[config.mk]
export PLATFORM = sky130hd
export DESIGN_NAME = axi_lite_reg_file_slave
export DESIGN_NICKNAME = d
export VERILOG_FILES = /design/src/rtl/axi_lite_reg_file_slave.sv
export SDC_FILE = /design/constraint.sdc
export NUM_CORES = 1
export LEC_CHECK = 0
export ABC_CLOCK_PERIOD_IN_PS = 2300
export CAP_MARGIN = 10
export CORE_MARGIN = 1.5
export CORE_UTILIZATION = 45
export DETAILED_ROUTE_END_ITERATION = 7
export GPL_ROUTABILITY_DRIVEN = 0
export MAX_ROUTING_LAYER = met4
export PLACE_DENSITY = 0.81
export SLEW_MARGIN = 20
export SYNTH_ARGS = -nofsm -noshare
export SYNTH_HDL_FRONTEND = slang
export SYNTH_SLANG_ARGS = --single-unit
[constraint.sdc]
create_clock -name Clk_CI -period 2.3 [get_ports Clk_CI]
set_input_delay 0.46 -clock Clk_CI [delete_from_list [all_inputs] [get_ports Clk_CI]]
set_output_delay 0.46 -clock Clk_CI [all_outputs]
set_load 0.005 [all_outputs]
[src/rtl/axi_lite_reg_file_slave.sv]
// AXI4-Lite slave register file: N_REGS software-visible registers with
// independent one-deep AW and W buffers, byte-strobed writes, per-register
// write pulses and a single outstanding read.
// Optional build macro: AXI_LITE_REG_FILE_SLVERR_EN makes out-of-range
// accesses answer SLVERR instead of OKAY.
module axi_lite_reg_file_slave #(
   parameter int AXI_ADDR_WIDTH = 32,
   parameter int AXI_DATA_WIDTH = 32,
   parameter int N_REGS         = 8,
   parameter logic [AXI_ADDR_WIDTH-1:0] BASE_ADDR = '0
) (
   input  logic                             Clk_CI,
   input  logic                             Rst_RBI,
   input  logic [AXI_ADDR_WIDTH-1:0]        AwAddr_DI,
   input  logic                             AwValid_SI,
   output logic                             AwReady_SO,
   input  logic [AXI_DATA_WIDTH-1:0]        WData_DI,
   input  logic [AXI_DATA_WIDTH/8-1:0]      WStrb_DI,
   input  logic                             WValid_SI,
   output logic                             WReady_SO,
   output logic [1:0]                       BResp_DO,
   output logic                             BValid_SO,
   input  logic                             BReady_SI,
   input  logic [AXI_ADDR_WIDTH-1:0]        ArAddr_DI,
   input  logic                             ArValid_SI,
   output logic                             ArReady_SO,
   output logic [AXI_DATA_WIDTH-1:0]        RData_DO,
   output logic [1:0]                       RResp_DO,
   output logic                             RValid_SO,
   input  logic                             RReady_SI,
   output logic [N_REGS*AXI_DATA_WIDTH-1:0] Reg_DO,
   output logic [N_REGS-1:0]                RegWr_SO
);

   localparam int STRB_W     = AXI_DATA_WIDTH / 8;
   localparam int BYTE_SHIFT = $clog2(STRB_W);
   localparam int IDX_W      = $clog2(N_REGS);
   localparam int SPAN_SHIFT = BYTE_SHIFT + IDX_W;

   localparam logic [1:0] RESP_OKAY   = 2'b00;
   localparam logic [1:0] RESP_SLVERR = 2'b10;

`ifdef AXI_LITE_REG_FILE_SLVERR_EN
   localparam logic [1:0] RESP_OOR = RESP_SLVERR;
`else
   localparam logic [1:0] RESP_OOR = RESP_OKAY;
`endif

   // Offset from the base, one bit wider so an address below the base
   // shows up as a set borrow bit and therefore as out of range.
   function automatic logic [AXI_ADDR_WIDTH:0] addr_offset(input logic [AXI_ADDR_WIDTH-1:0] addr);
      return {1'b0, addr} - {1'b0, BASE_ADDR};
   endfunction

   function automatic logic addr_in_range(input logic [AXI_ADDR_WIDTH-1:0] addr);
      logic [AXI_ADDR_WIDTH:0] off;
      off = addr_offset(addr);
      return (off >> SPAN_SHIFT) == '0;
   endfunction

   // Byte-offset bits below the word are discarded by the shift.
   function automatic logic [IDX_W-1:0] addr_idx(input logic [AXI_ADDR_WIDTH-1:0] addr);
      logic [AXI_ADDR_WIDTH:0] off;
      off = addr_offset(addr);
      return IDX_W'(off >> BYTE_SHIFT);
   endfunction

   function automatic logic [AXI_DATA_WIDTH-1:0] apply_strb(input logic [AXI_DATA_WIDTH-1:0] old_v,
                                                            input logic [AXI_DATA_WIDTH-1:0] new_v,
                                                            input logic [STRB_W-1:0]         strb);
      logic [AXI_DATA_WIDTH-1:0] res;
      res = old_v;
      for (int b = 0; b < STRB_W; b++) begin
         if (strb[b]) res[b*8 +: 8] = new_v[b*8 +: 8];
      end
      return res;
   endfunction

   logic                      aw_held;
   logic                      w_held;
   logic [AXI_ADDR_WIDTH-1:0] aw_addr_q;
   logic [AXI_DATA_WIDTH-1:0] w_data_q;
   logic [STRB_W-1:0]         w_strb_q;
   logic                      b_valid;
   logic [1:0]                b_resp;
   logic                      r_valid;
   logic [AXI_DATA_WIDTH-1:0] r_data;
   logic [1:0]                r_resp;
   logic [AXI_DATA_WIDTH-1:0] regs_q [N_REGS];
   logic [N_REGS-1:0]         reg_wr_q;

   logic                      aw_fire;
   logic                      w_fire;
   logic                      ar_fire;
   logic                      commit;
   logic                      wr_in_range;
   logic [IDX_W-1:0]          wr_idx;
   logic                      rd_in_range;
   logic [IDX_W-1:0]          rd_idx;

   assign AwReady_SO = !aw_held;
   assign WReady_SO  = !w_held;
   assign ArReady_SO = !r_valid;

   assign aw_fire = AwValid_SI && !aw_held;
   assign w_fire  = WValid_SI && !w_held;
   assign ar_fire = ArValid_SI && !r_valid;

   // A write commits only once both halves are buffered and the previous
   // response has been taken, so B never has two responses in flight.
   assign commit      = aw_held && w_held && !b_valid;
   assign wr_in_range = addr_in_range(aw_addr_q);
   assign wr_idx      = addr_idx(aw_addr_q);
   assign rd_in_range = addr_in_range(ArAddr_DI);
   assign rd_idx      = addr_idx(ArAddr_DI);

   assign BValid_SO = b_valid;
   assign BResp_DO  = b_resp;
   assign RValid_SO = r_valid;
   assign RData_DO  = r_data;
   assign RResp_DO  = r_resp;
   assign RegWr_SO  = reg_wr_q;

   for (genvar i = 0; i < N_REGS; i++) begin : g_pack
      assign Reg_DO[i*AXI_DATA_WIDTH +: AXI_DATA_WIDTH] = regs_q[i];
   end

   // Channel-held flags and the write response.
   always_ff @(posedge Clk_CI or negedge Rst_RBI) begin
      if (!Rst_RBI) begin
         aw_held <= 1'b0;
         w_held  <= 1'b0;
         b_valid <= 1'b0;
         b_resp  <= RESP_OKAY;
      end else begin
         if (aw_fire)     aw_held <= 1'b1;
         else if (commit) aw_held <= 1'b0;
         if (w_fire)      w_held  <= 1'b1;
         else if (commit) w_held  <= 1'b0;
         if (commit) begin
            b_valid <= 1'b1;
            b_resp  <= wr_in_range ? RESP_OKAY : RESP_OOR;
         end else if (b_valid && BReady_SI) begin
            b_valid <= 1'b0;
         end
      end
   end

   // Address and write-data buffers; only meaningful while their flag is set.
   always_ff @(posedge Clk_CI) begin
      if (aw_fire) aw_addr_q <= AwAddr_DI;
      if (w_fire) begin
         w_data_q <= WData_DI;
         w_strb_q <= WStrb_DI;
      end
   end

   // Register bank update and one-cycle write pulse on an in-range commit.
   always_ff @(posedge Clk_CI or negedge Rst_RBI) begin
      if (!Rst_RBI) begin
         for (int i = 0; i < N_REGS; i++) regs_q[i] <= '0;
         reg_wr_q <= '0;
      end else begin
         reg_wr_q <= '0;
         if (commit && wr_in_range) begin
            regs_q[wr_idx]   <= apply_strb(regs_q[wr_idx], w_data_q, w_strb_q);
            reg_wr_q[wr_idx] <= 1'b1;
         end
      end
   end

   // Read response: captures the pre-edge register value, held until taken.
   always_ff @(posedge Clk_CI or negedge Rst_RBI) begin
      if (!Rst_RBI) begin
         r_valid <= 1'b0;
         r_data  <= '0;
         r_resp  <= RESP_OKAY;
      end else if (ar_fire) begin
         r_valid <= 1'b1;
         r_data  <= rd_in_range ? regs_q[rd_idx] : '0;
         r_resp  <= rd_in_range ? RESP_OKAY : RESP_OOR;
      end else if (r_valid && RReady_SI) begin
         r_valid <= 1'b0;
      end
   end

endmodule
==> flow_summary.toml <==
[floorplanning]
core_mm2 = 0.0388
initial_utilization_pct = 45.9
dieHeight_um = 202
dieWidth_um = 202
die_area_mm2 = 0.0408
rows = 72
ios = 412

[routing]
ant_nets = 0
via_per_inst = 5.89
dr.pass1.iters = 5
drtIter0Drc = 815
post_drt_wl_per_cell_um = 27.3
drc = 0
drt_wl_total_um = 59800
vias = 12896

[layout]
nFillCells = 2704
synthToLayoutAreaGrowth_pct = 42.7
drive_above_1_share_pct = 28.4
final_cell_mix = "399 x clkdlybuf4s50_1, 300 x dfrtp_1, 211 x mux2_4"
layout_commonest_cell = "clkdlybuf4s50_1"
layout.nets = 1744

[place]
port_buffers = 403
dp_slack_ns = -0.401
dpl.hpwl_um = 37300

[clock_tree]
cts_buffers = 41
cts.clk_slew.worst_paths_ns = 0.06
clockBufferDepth = 3
clkSinkCount = 366
clk_latency_ns = 0.57
cts_root_buf = "clkbuf_16"
cts_tree = "built"
cts-htree-levels = 2

[power_and_ir_drop]
power.density_mw_per_mm2 = 629
power_uw = 16000
p_leak_uw = 0.0112
ir_drop_mv = 0.614

[worst_setup_path]
slowest_delay_ns = 0.57
crit_path_cell_trace = "nor4_4 -> nand4_4 -> buf_4 -> or4_4 -> buf_16 -> mux2_4"
path_class = "register to register"
worstPathArrival_ns = 2.80
worstPathMaxFanout = 13
cp.required_ns = 2.74
cp-start-kind = "register"
crit_slowest_cell = "or4_4"
ff2ff_setup_slack_ns = -0.07
crit_path_end_kind = "register"

[synth]
synth-xor-area-share_pct = 0
netlist_instances = 1187
synth_compound_area_share_pct = 4.86
synth_enable_flop_cells = 66
synthMuxAreaShare_pct = 35.2
synth_simple_gate_area_share_pct = 3.87
ys_seq_elements = 366
synth-async-reset-ratio_pct = 82.0
synth_warnings = 0
synthAdderAreaFrac_pct = 0
synth_area_leaders = "dfrtp_1 42%, edfxtp_1 11%, mux2i_1 9.0%, mux2_2 8.6%, mux4_2 8.1%"
synth_area_mm2 = 0.0178
synth_top_area_cell = "dfrtp_1"
synth_cell_type_count = 33
synth_top_family_by_area = "multiplexers"
ys.flop_type = "dfrtp_1"
synth_area_per_cell_um2 = 15.0
yosysSeqAreaShare_pct = 53.3
synth_top_area_share_pct = 42.1

[timing]
final.setup.tns_ns = -2.28
maxSlewViolCount = 0
max_slew_margin_pct = 51.8
min_period_ns = 2.37
hold_violations = 0
worst_pin_slew_ns = 0.722
period_share_pct = 103
rsz0062_at_grt = "yes"
setup_viol = 77
timing.fmax_mhz = 422
skew_ns = 0.0192
postLayoutSetupSlackWorst_ns = -0.0679

[global_routing]
overflow = 0
busiest_layer = "met2"
grt_pass1_vias = 13391
grt_use_met1_pct = 36.3
grtUsageMet2_pct = 45.7
grt_max_degree = 76
antenna_found_initial = 1
track_usage_pct = 29.0
grt_pass1_wl_um = 85500
grt_use_met3_pct = 6.30

[outcome]
violations = "setup timing"
outcome = "complete, but fails checks"

[worst_hold_path]
hold_class = "primary input to asynchronous set/reset pin"

[job]
cap_violations = 0
-- metrics by stage --
step | cells | hold WS, ns | cell area [µm²] | util (%)
final | 2189 | 0.373 | 25400 | 65.5
after global routing | 2189 | 0.390 | 25400 | 65.5
after detailed placement | 2089 | 0.384 | 23000 | 59.2
after floorplan | 1190 | 0.164 | 17800 | -
after CTS | 2178 | 0.366 | 24700 | 63.7
after global placement | 2089 | 0.384 | 23000 | 59.2
-- final cells by class --
cell class	count	area, µm²	share of cell area [%]
well taps	518	648	2.55
clock inverters	17	184	0.724
repair buffers	494	5410	21.3
diodes	1	2.50	0.00984
clock buffers	59	1250	4.91
flip-flops and latches	366	9490	37.3
inverters	5	18.8	0.0738
multi-input cells	729	8420	33.1
-- critical path, delay by kind of cell (launching register included) --
family | cells | cell delay, ns
buf+inv | 2 | 0.40
flops | 1 | 0.41
mux | 1 | 0.31
simple gates | 3 | 1.10
-- registers in the layout, summed over array words and instances (netlist names) --
name	count
aw_held	1
RegWr_SO	8
Reg_DO	256
w_data_q	32
aw_addr_q	30
BValid_SO	1
RData_DO	32
w_held	1
RValid_SO	1
w_strb_q	4
-- synthesized netlist by cell type, types with 5 or more instances --
library cell and n:
buf_6 12, o22ai_1 64, dfrtp_1 300, nor4_2 10, o31a_1 32, inv_1 5, nand2b_1 34, mux2i_1 160
or4_1 6, mux2_4 90, buf_2 30, mux2_1 30, nor4_1 5, buf_1 13, mux2_2 136, edfxtp_1 66
clkbuf_1 31, nand2_1 36, mux4_2 64, nor2_1 8, o21ai_0 34
-- report_power, final --
part / internal [µW] / switching (µW)
Clock: 4220 / 2710
Sequential: 6880 / 159
Combinational: 792 / 1220
Total: 11900 / 4090
-- worst paths after layout --
path,from,endpoint,cells after the start
min in group Clk_CI,WStrb_DI[0],w_strb_q[0],1
hold reg to reg,RData_DO[23],RData_DO[23],2
hold / removal,Rst_RBI,RegWr_SO[7],2
max in group asynchronous,Rst_RBI,Reg_DO[78],3
setup reg to reg,aw_addr_q[26],Reg_DO[238],6
setup / recovery,aw_addr_q[26],Reg_DO[238],6
-- layer usage --
metal | routed length, µm | vias up
met5 | 0 | -
li1 | - | 5436
met3 | 4600 | 122
met4 | 2190 | 0
met2 | 29100 | 610
met1 | 23900 | 6728
-- kinds of logic after synthesis --
| kind of cell | Yosys count |
|---|---|
| AO/OA/AOI/OAI | 132 |
| buffers and inverters | 95 |
| flip-flops | 366 |
| multiplexers | 480 |
| other | 1 |
| AND/OR/NAND/NOR | 113 |
-- repair_timing --
action / CTS / global route
buffers inserted: 8 / 3
pin swaps: 6 / 4
hold buffers: 1 / 0
setup endpoints to repair: 204 / 256
gates cloned: 4 / 8
gates resized for setup: 32 / 131
hold endpoints to repair: 33 / 0
(Power assumes the default switching activity.)
